--- config.mk ---
export PLATFORM = sky130hd
export DESIGN_NAME = hazard_ctrl
export DESIGN_NICKNAME = d
export VERILOG_FILES = /design/src/rtl/hazard_ctrl.sv
export SDC_FILE = /design/constraint.sdc
export NUM_CORES = 1
export LEC_CHECK = 0
export BUFFER_PORTS_ARGS = -buffer_cell sky130_fd_sc_hd__buf_2
export CAP_MARGIN = 20
export CELL_PAD_IN_SITES_DETAIL_PLACEMENT = 2
export CELL_PAD_IN_SITES_GLOBAL_PLACEMENT = 2
export CORE_ASPECT_RATIO = 0.5
export CORE_MARGIN = 2
export CORE_UTILIZATION = 28
export CTS_CLUSTER_DIAMETER = 30
export DETAILED_ROUTE_END_ITERATION = 6
export HOLD_SLACK_MARGIN = 0.12
export PLACE_DENSITY = 0.77
export SYNTH_ARGS = -nofsm -noshare
export SYNTH_HDL_FRONTEND = slang
export SYNTH_SLANG_ARGS = --single-unit
--- constraint.sdc ---
create_clock -name clk -period 2.61 [get_ports clk]
set_clock_uncertainty 0.1 [all_clocks]
set_input_delay 0.522 -clock clk [delete_from_list [all_inputs] [get_ports clk]]
set_output_delay 0.522 -clock clk [all_outputs]
set_load 0.03 [all_outputs]
--- src/rtl/hazard_ctrl.sv ---
// Pipeline hazard controller: load-use stall, branch flush, memory-wait freeze and wait watchdog.
// Optional performance counters are enabled by defining HAZARD_PERF_CNT_EN.
module hazard_ctrl #(
    parameter int unsigned WAIT_LIMIT = 16
) (
    input  logic       clk,
    input  logic       rst_n,
    input  logic [4:0] id_rs1,
    input  logic [4:0] id_rs2,
    input  logic       id_rs1_used,
    input  logic       id_rs2_used,
    input  logic [4:0] ex_rd,
    input  logic       ex_memread,
    input  logic       br_taken,
    input  logic       imem_wait,
    input  logic       dmem_wait,
    output logic       pc_we,
    output logic       if_id_we,
    output logic       id_ex_we,
    output logic       ex_mem_we,
    output logic       mem_wb_we,
    output logic       if_id_flush,
    output logic       id_ex_flush,
    output logic       ld_haz,
    output logic       timeout,
    output logic [1:0] state
`ifdef HAZARD_PERF_CNT_EN
    ,
    output logic [15:0] ld_stall_cnt,
    output logic [15:0] br_flush_cnt
`endif
);

    typedef enum logic [1:0] {
        RUN        = 2'd0,
        LOAD_STALL = 2'd1,
        MEM_WAIT   = 2'd2
    } state_t;

    localparam logic [7:0] LIMIT = 8'(WAIT_LIMIT);

    state_t     state_q;
    state_t     state_next;
    logic [7:0] wait_cnt;
    logic [7:0] wait_cnt_next;
    logic       mem_wait;
    logic       lu_hit;
    logic       ld_stall_ev;
    logic       br_flush_ev;

    assign mem_wait = imem_wait | dmem_wait;
    assign lu_hit   = ex_memread && (ex_rd != 5'd0) &&
                      ((id_rs1_used && (ex_rd == id_rs1)) ||
                       (id_rs2_used && (ex_rd == id_rs2)));

    always_comb begin
        state_next  = state_q;
        pc_we       = 1'b0;
        if_id_we    = 1'b0;
        id_ex_we    = 1'b0;
        ex_mem_we   = 1'b0;
        mem_wb_we   = 1'b0;
        if_id_flush = 1'b0;
        id_ex_flush = 1'b0;
        ld_stall_ev = 1'b0;
        br_flush_ev = 1'b0;
        if (!rst_n) begin
            state_next = RUN;
        end else if (mem_wait) begin
            state_next = MEM_WAIT;
        end else if (br_taken) begin
            pc_we       = 1'b1;
            if_id_we    = 1'b1;
            id_ex_we    = 1'b1;
            ex_mem_we   = 1'b1;
            mem_wb_we   = 1'b1;
            if_id_flush = 1'b1;
            id_ex_flush = 1'b1;
            br_flush_ev = 1'b1;
            state_next  = RUN;
        // The stall cycle itself never re-arms a stall, so LOAD_STALL lasts one cycle.
        end else if (lu_hit && (state_q != LOAD_STALL)) begin
            id_ex_we    = 1'b1;
            ex_mem_we   = 1'b1;
            mem_wb_we   = 1'b1;
            id_ex_flush = 1'b1;
            ld_stall_ev = 1'b1;
            state_next  = LOAD_STALL;
        end else begin
            pc_we      = 1'b1;
            if_id_we   = 1'b1;
            id_ex_we   = 1'b1;
            ex_mem_we  = 1'b1;
            mem_wb_we  = 1'b1;
            state_next = RUN;
        end
    end

    always_comb begin
        wait_cnt_next = 8'd0;
        if (mem_wait) begin
            wait_cnt_next = (wait_cnt == 8'hFF) ? 8'hFF : wait_cnt + 8'd1;
        end
    end

    always_ff @(posedge clk or negedge rst_n) begin
        if (!rst_n) begin
            state_q  <= RUN;
            ld_haz   <= 1'b0;
            timeout  <= 1'b0;
            wait_cnt <= 8'd0;
        end else begin
            state_q  <= state_next;
            ld_haz   <= (state_next == LOAD_STALL);
            wait_cnt <= wait_cnt_next;
            if (wait_cnt_next == LIMIT) begin
                timeout <= 1'b1;
            end
        end
    end

    assign state = state_q;

`ifdef HAZARD_PERF_CNT_EN
    always_ff @(posedge clk or negedge rst_n) begin
        if (!rst_n) begin
            ld_stall_cnt <= 16'd0;
            br_flush_cnt <= 16'd0;
        end else begin
            if (ld_stall_ev) begin
                ld_stall_cnt <= ld_stall_cnt + 16'd1;
            end
            if (br_flush_ev) begin
                br_flush_cnt <= br_flush_cnt + 16'd1;
            end
        end
    end
`endif

endmodule

==> flow_summary.toml, run 1 <==
[floorplan]
core_sq_um = 2700
die-area_sq_um = 3450
dieWidth_um = 81.1
num_io_pins = 34
floorplan.initialDensity_pct = 30.8
chipHeight_um = 42.5
rows = 13

[sta]
final_hold_viol_count = 0
max_clock_freq_mhz = 407
period_needed_ns = 2.46
timing_worst_slew_pin_value_ns = 0.371
rsz0062_at_grt = "false"
period_share_pct = 94.2
slew-limit-headroom_pct = 75.3
fin_tns_setup_ns = 0
report.final.slew_viol_count = 0
report.final.setup_viol = 0
timing.hold.ws_ns = 0.368

[setup_path]
crit_path_max_fanout = 6
worst-r2r-setup-slack_ns = 0.86
critical-path-top-cell-by-count = "sky130_fd_sc_hd__buf_2"
timing.critical_path.cells = "dlygate4sd3_1 -> buf_2 -> nand2_1 -> o31ai_1 -> buf_2"
worstSetupStartpointType = "input port"
worstRegToRegCells = 5
cp_slowest_stage_delay_ns = 0.53
crit_required_ns = 1.99
critPathBufInv = 3
cpMaxStageDelayCell = "sky130_fd_sc_hd__dlygate4sd3_1"
r2r-end = "wait_cnt[6]"
r2r-start = "wait_cnt[1]"
cp_data_arrival_time_ns = 1.84
endpoint_kind = "primary output"
worst_path_dominant_cell_family = "buffers and inverters"
timing_worst_setup_path_type = "in -> out"

[pwr]
worst_ir_drop_vdd_mv = 0.182
cellPowerDensity_nw_per_um2 = 617
static-leakage-power_nw = 0.528
p_total_w = 0.000661

[run]
cap_violations = 0

[yosys]
proportion_of_register_bits_with_asynchronous_set_or_reset_after_synthesis_pct = 100
synthXorXnorAreaFrac_pct = 12.6
synth-simple-area-share_pct = 25.4
yosys.cell_types.count = 34
synth-adder-area-share_pct = 1.50
seq_area_frac_synth_pct = 36.1
synth_enable_flop_cells = 0
dominant_combinational_cell_family_by_area_after_synthesis = "simple AND/OR/NAND/NOR gates"
yosys-mux-area-fraction_pct = 1.20
syn_avg_cell_area_sq_um = 9.04
summed_instance_area_of_the_synthesized_netlist_sq_um = 832
postSynth.topFlopCell = "sky130_fd_sc_hd__dfrtp_1"
synth_compound_area_share_pct = 15.2
synthesis.yosys.warnings = 0
syn-num-nets = 116
postSynthCellCount = 92
ys_seq_elements = 12

[cells_and_area]
final_nets = 148
mostFrequentLayoutCell = "sky130_fd_sc_hd__buf_2"
final_cell_count_no_fill = 160
layout_common_cells = "sky130_fd_sc_hd__buf_2 (33), sky130_fd_sc_hd__dfrtp_1 (12), sky130_fd_sc_hd__xor2_1 (8), sky130_fd_sc_hd__nor2_1 (6), sky130_fd_sc_hd__nand3_1 (6)"
drive_above_1_share_pct = 35.0
area_added_between_synthesis_and_finish_pct = 28.9
num_antenna_cells = 0

[global_routing]
first_global_vias = 869
grt_antenna_before_repair = 0
grt_util_all_layers_pct = 15.7
grt.overflow.total = 0
grt_first_pass_wirelength_um = 4050
largest_net_degree_at_the_start_of_global_routing = 11

[detailed_routing]
dr_wl_cell_um = 15.1
drt_first_pass_iters = 2
ant_nets_after_route = 0
num_vias = 809
post_route_wl_um = 2420
detail_route.drc_violations = 0
drt_first_iter_violations = 27
drt-vias-per-instance = 5.06

[cts]
tritoncts_clock_tree = "yes"
clock-root-buffer = "sky130_fd_sc_hd__clkbuf_8"
clock_pin_slew_on_the_worst_setup_and_hold_paths_ns = 0.05
cts_buffers = 3
numClockSinks = 12
clock_path_buffers = 2
worst_skew_pair.late_latency_ns = 0.24
cts_max_level = 1

[placed_design]
placement.io_buffers = 33
dp.final_hpwl_um = 1920
post-place-cells = 155
gpl.final_weighted_congestion = 0.724

[outcome]
status = "completed"

[worst_hold_path]
hold_start = "timeout"
path_class_of_the_lowest_slack_min_delay_path = "reg -> reg"
holdPathEnd = "timeout"
number_of_cells_traversed_by_the_worst_hold_path = 1
[registers in the layout, summed over array words and instances (netlist names)]
name and cells:
ld_haz 1, wait_cnt 8, state 2, timeout 1
[metrics by stage]
step | instance area [sq um] | util (%) | setup slack (ns)
global placement | 1010 | 37.3 | 0.206
global route | 1070 | 39.7 | 0.0519
detailed placement | 1010 | 37.3 | 0.155
CTS | 1070 | 39.7 | 0.140
floorplan | 832 | - | 0.0796
finish | 1070 | 39.7 | 0.150
[area by class of cell]
| class | count | area (sq um) |
|---|---|---|
| clock buffers | 4 | 55.1 |
| fillers | 333 | 1630 |
| well taps | 37 | 46.3 |
| flip-flops and latches | 12 | 300 |
| inverters | 4 | 15.0 |
| repair buffers | 36 | 190 |
| multi-input cells | 67 | 465 |
[where the power goes]
group	leakage (nW)	switching, W	internal [W]
clock	0.0288	0.0000677	0.000133
combinational	0.338	0.000110	0.0000869
sequential	0.160	0.0000475	0.000216
total	0.528	0.000225	0.000436
[metal layers]
| layer | vias up | share of wire (%) | track usage (%) |
|---|---|---|---|
| li1 | 390 | - | - |
| met1 | 392 | 42 | 17.9 |
| met2 | 25 | 53 | 29.3 |
| met3 | 2 | 4.5 | 4.53 |
| met4 | 0 | 0.50 | 3.05 |
| met5 | - | 0 | 0 |
[cell families after synthesis]
family          after synthesis
compound gates               17
fa+ha+maj                     1
simple gates                 36
buf+inv                      13
xor+xnor                     12
mux                           1
flops                        12
[worst register-to-register path, stage by stage, from the launching register on]
cell and delay, ns:
sky130_fd_sc_hd__dfrtp_1 0.44, sky130_fd_sc_hd__ha_1 0.38, sky130_fd_sc_hd__and3_1 0.34, sky130_fd_sc_hd__nand3_1 0.11, sky130_fd_sc_hd__nor3b_1 0.21, sky130_fd_sc_hd__nor3_1 0.07
[synth_stat cells, types with 2 or more instances]
cell type                 count  share of area [%]
sky130_fd_sc_hd__buf_2        5                3.0
sky130_fd_sc_hd__nand2_1      3                1.4
sky130_fd_sc_hd__dfrtp_1     12                 36
sky130_fd_sc_hd__nor2_1       6                2.7
sky130_fd_sc_hd__buf_4        3                2.7
sky130_fd_sc_hd__xnor2_1      4                4.2
sky130_fd_sc_hd__nor2b_1      2                1.5
sky130_fd_sc_hd__a21oi_1      5                3.0
sky130_fd_sc_hd__nand3_1      6                3.6
sky130_fd_sc_hd__nor3_1       2                1.2
sky130_fd_sc_hd__xor2_1       8                8.4
sky130_fd_sc_hd__o21ai_0      3                1.8
sky130_fd_sc_hd__and3_1       5                3.8
sky130_fd_sc_hd__nor4_1       3                2.3
sky130_fd_sc_hd__a31oi_1      3                2.3
sky130_fd_sc_hd__inv_1        4                1.8
[how the worst max path moves through the flow]
stage                   start     endpoint  slack, ns  cells past startpoint
floorplan           id_rs1[3]  id_ex_flush       0.08                      4
CTS                     rst_n  id_ex_flush       0.14                      5
global placement     ex_rd[0]        pc_we       0.21                      5
detailed placement   ex_rd[3]  id_ex_flush       0.15                      6
finish                  rst_n  id_ex_flush       0.15                      5
global route            rst_n        pc_we       0.05                      6
[what timing repair did]
item / 4_1_cts / 5_1_grt
buffers inserted: 0 / 0
hold buffers: 1 / 0
gates resized for setup: 0 / 0
endpoints found under the hold margin: 2 / 0
Note: power is estimated with default switching activity, not from simulation.
==> run 2, diff against run 1 <==
==> config.mk (replaced) <==
export PLATFORM = sky130hd
export DESIGN_NAME = hazard_ctrl
export DESIGN_NICKNAME = d
export VERILOG_FILES = /design/src/rtl/hazard_ctrl.sv
export SDC_FILE = /design/constraint.sdc
export NUM_CORES = 1
export LEC_CHECK = 0
export BUFFER_PORTS_ARGS = -buffer_cell sky130_fd_sc_hd__buf_2
export CAP_MARGIN = 20
export CORE_MARGIN = 2
export CORE_UTILIZATION = 50
export CTS_CLUSTER_DIAMETER = 30
export DETAILED_ROUTE_END_ITERATION = 6
export HOLD_SLACK_MARGIN = 0.12
export PLACE_DENSITY = 0.78
export SYNTH_ARGS = -nofsm -noshare
export SYNTH_HDL_FRONTEND = slang
export SYNTH_SLANG_ARGS = --single-unit
==> run 2 against run 1 <==
Net effect:
- utilization grew 27 points
- non-clock buffer count is the same
- design area is 4.2% lower
- power decreased by 11%
- sequential cell count unchanged
- clock power down 27%
- combinational power is 7% lower
- register-to-register slack improved by 0.03 ns
- critical path depth rose by 1
- global-route usage increased by 4.7 points
- die area is 42% lower
- maximum frequency rose by 2.2%
- largest power group unchanged
==> flow_summary.toml, run 2 (synthesis results as in run 1) <==
[outcome]
status = "completed"

[detailed_routing]
drt-vias-per-instance = 5.62
num_vias = 781
drt_first_pass_iters = 4
detail_route.drc_violations = 0
dr_wl_cell_um = 12.6
ant_nets_after_route = 0
drt_first_iter_violations = 25
post_route_wl_um = 1760

[floorplan]
rows = 14
chipHeight_um = 44.8
dieWidth_um = 44.8
die-area_sq_um = 2010
core_sq_um = 1540
num_io_pins = 34
floorplan.initialDensity_pct = 54.0

[sta]
report.final.setup_viol = 0
final_hold_viol_count = 0
timing_worst_slew_pin_value_ns = 0.384
rsz0062_at_grt = "false"
fin_tns_setup_ns = 0
period_share_pct = 92.3
report.final.slew_viol_count = 0
max_clock_freq_mhz = 415
slew-limit-headroom_pct = 74.4
period_needed_ns = 2.41

[pwr]
static-leakage-power_nw = 0.520
p_total_w = 0.000589
worst_ir_drop_vdd_mv = 0.546
cellPowerDensity_nw_per_um2 = 573

[setup_path]
cp_data_arrival_time_ns = 1.79
crit_required_ns = 1.99
timing_worst_setup_path_type = "in -> out"
critical-path-top-cell-by-count = "sky130_fd_sc_hd__buf_2"
cpMaxStageDelayCell = "sky130_fd_sc_hd__dlygate4sd3_1"
timing.critical_path.cells = "dlygate4sd3_1 -> buf_2 -> buf_4 -> nand3_1 -> o31ai_1 -> buf_2"
worstSetupStartpointType = "input port"
endpoint_kind = "primary output"
cp_slowest_stage_delay_ns = 0.52
crit_path_max_fanout = 14

[cts]
worst_skew_pair.late_latency_ns = 0.28
clock_pin_slew_on_the_worst_setup_and_hold_paths_ns = 0.07
cts_max_level = 1
numClockSinks = 12
cts_buffers = 3
clock_path_buffers = 2
tritoncts_clock_tree = "yes"
clock-root-buffer = "sky130_fd_sc_hd__clkbuf_4"

[global_routing]
grt_antenna_before_repair = 0
grt_util_all_layers_pct = 20.5
first_global_vias = 688
grt.overflow.total = 0
grt_first_pass_wirelength_um = 2910
largest_net_degree_at_the_start_of_global_routing = 15

[cells_and_area]
largest_register_ff_count = 8
final_cell_count_no_fill = 139
layout_common_cells = "sky130_fd_sc_hd__buf_2 (33), sky130_fd_sc_hd__dfrtp_1 (12), sky130_fd_sc_hd__xor2_1 (8), sky130_fd_sc_hd__nor2_1 (6), sky130_fd_sc_hd__nand3_1 (6)"
top_register = "wait_cnt"
mostFrequentLayoutCell = "sky130_fd_sc_hd__buf_2"
layout.cell_area.non_filler_sq_um = 1030
final_nets = 148
area_added_between_synthesis_and_finish_pct = 23.5
drive_above_1_share_pct = 35.0
num_antenna_cells = 0

[placed_design]
placement.io_buffers = 33
post-place-cells = 134
dp.final_hpwl_um = 1400
detailed_place.area_sq_um = 981
gpl.final_weighted_congestion = 0.838

[run]
cap_violations = 0

[worst_hold_path]
path_class_of_the_lowest_slack_min_delay_path = "in -> reg"
==> run 2: cell types whose count changed in the layout (fill, tap and decap cells not counted) <==
cell,change
sky130_fd_sc_hd__clkbuf_4,+3
sky130_fd_sc_hd__clkbuf_8,-3
==> run 2: final cells by class <==
class,count,area (sq um)
repair buffers,36,190
flip-flops and latches,12,300
multi-input cells,67,465
inverters,4,15.0
fillers,132,514
clock buffers,4,36.3
well taps,16,20.0
==> run 2: metrics by stage <==
stage	setup slack (ns)	util [%]	hold WS, ns
after detailed placement	0.221	63.6	0.365
after floorplan	0.0796	-	0.126
after CTS	0.187	66.6	0.336
after global placement	0.247	63.6	0.350
final	0.202	66.6	0.341
after global routing	0.106	66.6	0.340
==> run 2: what timing repair did <==
action	CTS	global route
endpoints found under the hold margin	12	0
gates resized for setup	0	0
setup buffers	0	0
setup endpoints to repair	0	0
hold buffers	1	0
==> run 2: critical path, delay by kind of cell <==
family	cells	cell delay, ns
AO/OA/AOI/OAI	1	0.08
buffers and inverters	4	1.06
AND/OR/NAND/NOR	1	0.12
==> run 2: final timing paths <==
check                      depth (start not counted)        start           to  slack (ns)
max                                                6        rst_n  id_ex_flush        0.20
min                                                2     br_taken       ld_haz        0.34
max reg2reg                                        5  wait_cnt[1]  wait_cnt[6]        0.89
min reg2reg                                        1      timeout      timeout        0.38
max in group asynchronous                          3        rst_n  wait_cnt[7]        1.63
min in group asynchronous                          3        rst_n  wait_cnt[5]        0.61
==> run 2: per-layer routing <==
metal / track usage [%] / up-vias / share of wire (%)
met4: 10.6 / 0 / 2.1
met3: 7.20 / 4 / 7.1
li1: - / 395 / -
met5: 0 / - / 0
met1: 25.4 / 353 / 41
met2: 31.3 / 29 / 50
==> run 2: power breakdown <==
part           switching [W]  internal [W]  leakage [nW]  total (W)
registers          0.0000426      0.000216         0.160   0.000258
clock network      0.0000620     0.0000850        0.0210   0.000147
logic              0.0000972     0.0000865         0.338   0.000184
total               0.000202      0.000387         0.520   0.000589
==> run 3, diff against run 2 <==
--- a/config.mk
+++ b/config.mk
@@ -8,11 +8,11 @@
 export BUFFER_PORTS_ARGS = -buffer_cell sky130_fd_sc_hd__buf_2
 export CAP_MARGIN = 20
 export CORE_MARGIN = 2
-export CORE_UTILIZATION = 50
+export CORE_UTILIZATION = 42
 export CTS_CLUSTER_DIAMETER = 30
 export DETAILED_ROUTE_END_ITERATION = 6
 export HOLD_SLACK_MARGIN = 0.12
-export PLACE_DENSITY = 0.78
+export PLACE_DENSITY = 0.7
 export SYNTH_ARGS = -nofsm -noshare
 export SYNTH_HDL_FRONTEND = slang
 export SYNTH_SLANG_ARGS = --single-unit
==> constraint.sdc (replaced) <==
create_clock -name clk -period 2.2 [get_ports clk]
set_clock_uncertainty 0.1 [all_clocks]
set_input_delay 0.44 -clock clk [delete_from_list [all_inputs] [get_ports clk]]
set_output_delay 0.44 -clock clk [all_outputs]
set_load 0.03 [all_outputs]
==> run 3 against run 2 <==
Net effect:
- register-to-register slack worse by 0.38 ns
- power up 22%
- sequential power up 19%
- combinational power up 28%
- setup slack worse by 0.19 ns
- critical path type unchanged
- highest routed layer unchanged
==> flow_summary.toml, run 3 (synthesis results as in run 1) <==
[outcome]
status = "completed"

[cells_and_area]
largest_register_ff_count = 8
layout_common_cells = "sky130_fd_sc_hd__buf_2 (28), sky130_fd_sc_hd__dfrtp_1 (12), sky130_fd_sc_hd__xor2_1 (8), sky130_fd_sc_hd__buf_4 (8)"
mostFrequentLayoutCell = "sky130_fd_sc_hd__buf_2"
num_antenna_cells = 0
postLayoutCoreUtil_pct = 59.2
drive_above_1_share_pct = 39.5
top_register = "wait_cnt"
final_cell_count_no_fill = 156
final_nets = 154
area_added_between_synthesis_and_finish_pct = 36.8

[setup_path]
worstRegToRegCells = 5
worstSetupStartpointType = "input port"
cp_data_arrival_time_ns = 1.65
critPathBufInv = 2
endpoint_kind = "primary output"
worst-r2r-setup-slack_ns = 0.51
worst_path_dominant_cell_family = "simple AND/OR/NAND/NOR gates"
timing.critical_path.cells = "buf_8 -> or4_4 -> o221ai_4 -> o31a_1 -> buf_6"
cpMaxStageDelayCell = "sky130_fd_sc_hd__or4_4"
cp_slowest_stage_delay_ns = 0.54
crit_required_ns = 1.66
r2r-end = "wait_cnt[6]"
timing_worst_setup_path_type = "in -> out"
crit_path_max_fanout = 3
r2r-start = "wait_cnt[1]"

[cts]
clock_pin_slew_on_the_worst_setup_and_hold_paths_ns = 0.07
worst_skew_pair.late_latency_ns = 0.28
clock_path_buffers = 2
cts_max_level = 1
numClockSinks = 12
cts_buffers = 3
tritoncts_clock_tree = "yes"
clock-root-buffer = "sky130_fd_sc_hd__clkbuf_4"

[floorplan]
die-area_sq_um = 2350
num_io_pins = 34
dieWidth_um = 48.5
chipHeight_um = 48.5
rows = 16
core_sq_um = 1920
floorplan.initialDensity_pct = 43.3

[global_routing]
largest_net_degree_at_the_start_of_global_routing = 11
grt_antenna_before_repair = 0
grt_util_all_layers_pct = 17.2
grt.overflow.total = 0
first_global_vias = 734
grt_first_pass_wirelength_um = 3100

[worst_hold_path]
path_class_of_the_lowest_slack_min_delay_path = "in -> reg"
number_of_cells_traversed_by_the_worst_hold_path = 2
holdPathEnd = "ld_haz"
hold_start = "br_taken"

[sta]
post-route-worst-setup-slack_ns = 0.0142
period_share_pct = 99.4
max_clock_freq_mhz = 457
rsz0062_at_grt = "true"
final_hold_viol_count = 0
period_needed_ns = 2.19
report.final.slew_viol_count = 0
timing_worst_slew_pin_value_ns = 0.300
slew-limit-headroom_pct = 80.0
report.final.setup_viol = 0

[detailed_routing]
dr_wl_cell_um = 11.4
drt_first_iter_violations = 13
drt_first_pass_iters = 4
num_vias = 779
drt-vias-per-instance = 4.99
ant_nets_after_route = 0
post_route_wl_um = 1780
detail_route.drc_violations = 0

[placed_design]
post-place-cells = 148
dp.final_hpwl_um = 1370
placement.io_buffers = 33
gpl.final_weighted_congestion = 0.833
detailedPlace.worstSlack_ns = -0.0732

[pwr]
cellPowerDensity_nw_per_um2 = 632
p_total_w = 0.000720
worst_ir_drop_vdd_mv = 0.284
static-leakage-power_nw = 0.561

[run]
cap_violations = 0
-- run 3: cell type report --
| type | instances | area (sq um) |
|---|---|---|
| Timing Repair Buffer | 42 | 269 |
| Fill cell | 185 | 783 |
| Clock buffer | 4 | 36.3 |
| Multi-Input combinational cell | 67 | 484 |
| Inverter | 4 | 15.0 |
| Sequential cell | 12 | 300 |
| Tap cell | 27 | 33.8 |
-- run 3: routing by layer --
metal / track usage (%) / up-vias / share of wire, %
met1: 20.5 / 342 / 42
met5: 0 / - / 0
li1: - / 401 / -
met2: 28.9 / 31 / 50
met3: 3.09 / 5 / 6.1
met4: 10.0 / 0 / 2.4
-- run 3: power by group --
part           switching [W]  leakage [nW]  internal [W]
logic               0.000121         0.379      0.000115
registers          0.0000514         0.160      0.000256
clock network      0.0000753        0.0210      0.000101
-- run 3: stage by stage --
stage	hold WS (ns)	setup TNS (ns)	instance area, sq um
floorplan	0.0444	-0.0640	841
global placement	0.194	-0.0370	1020
detailed placement	0.192	-0.201	1020
CTS	0.262	0	1100
global route	0.260	-0.102	1140
finish	0.271	0	1140
-- run 3: repair_timing --
| action | CTS | global route |
|---|---|---|
| pin swaps | 3 | 6 |
| hold buffers | 2 | 0 |
| buffers inserted | 1 | 1 |
| gates resized for setup | 4 | 9 |
| endpoints found under the setup margin | 3 | 3 |
| endpoints found under the hold margin | 6 | 0 |
-- run 3: worst max path at each step --
stage	slack, ns	startpoint	to	depth (start not counted)
2_1_floorplan	-0.06	ex_rd[0]	pc_we	4
3_3_place_gp	-0.02	ex_rd[4]	if_id_we	6
3_5_place_dp	-0.07	ex_rd[4]	if_id_we	6
4_1_cts	0.002	ex_rd[0]	id_ex_flush	6
5_1_grt	-0.04	ex_rd[3]	pc_we	5
6_report	0.01	ex_rd[3]	pc_we	5
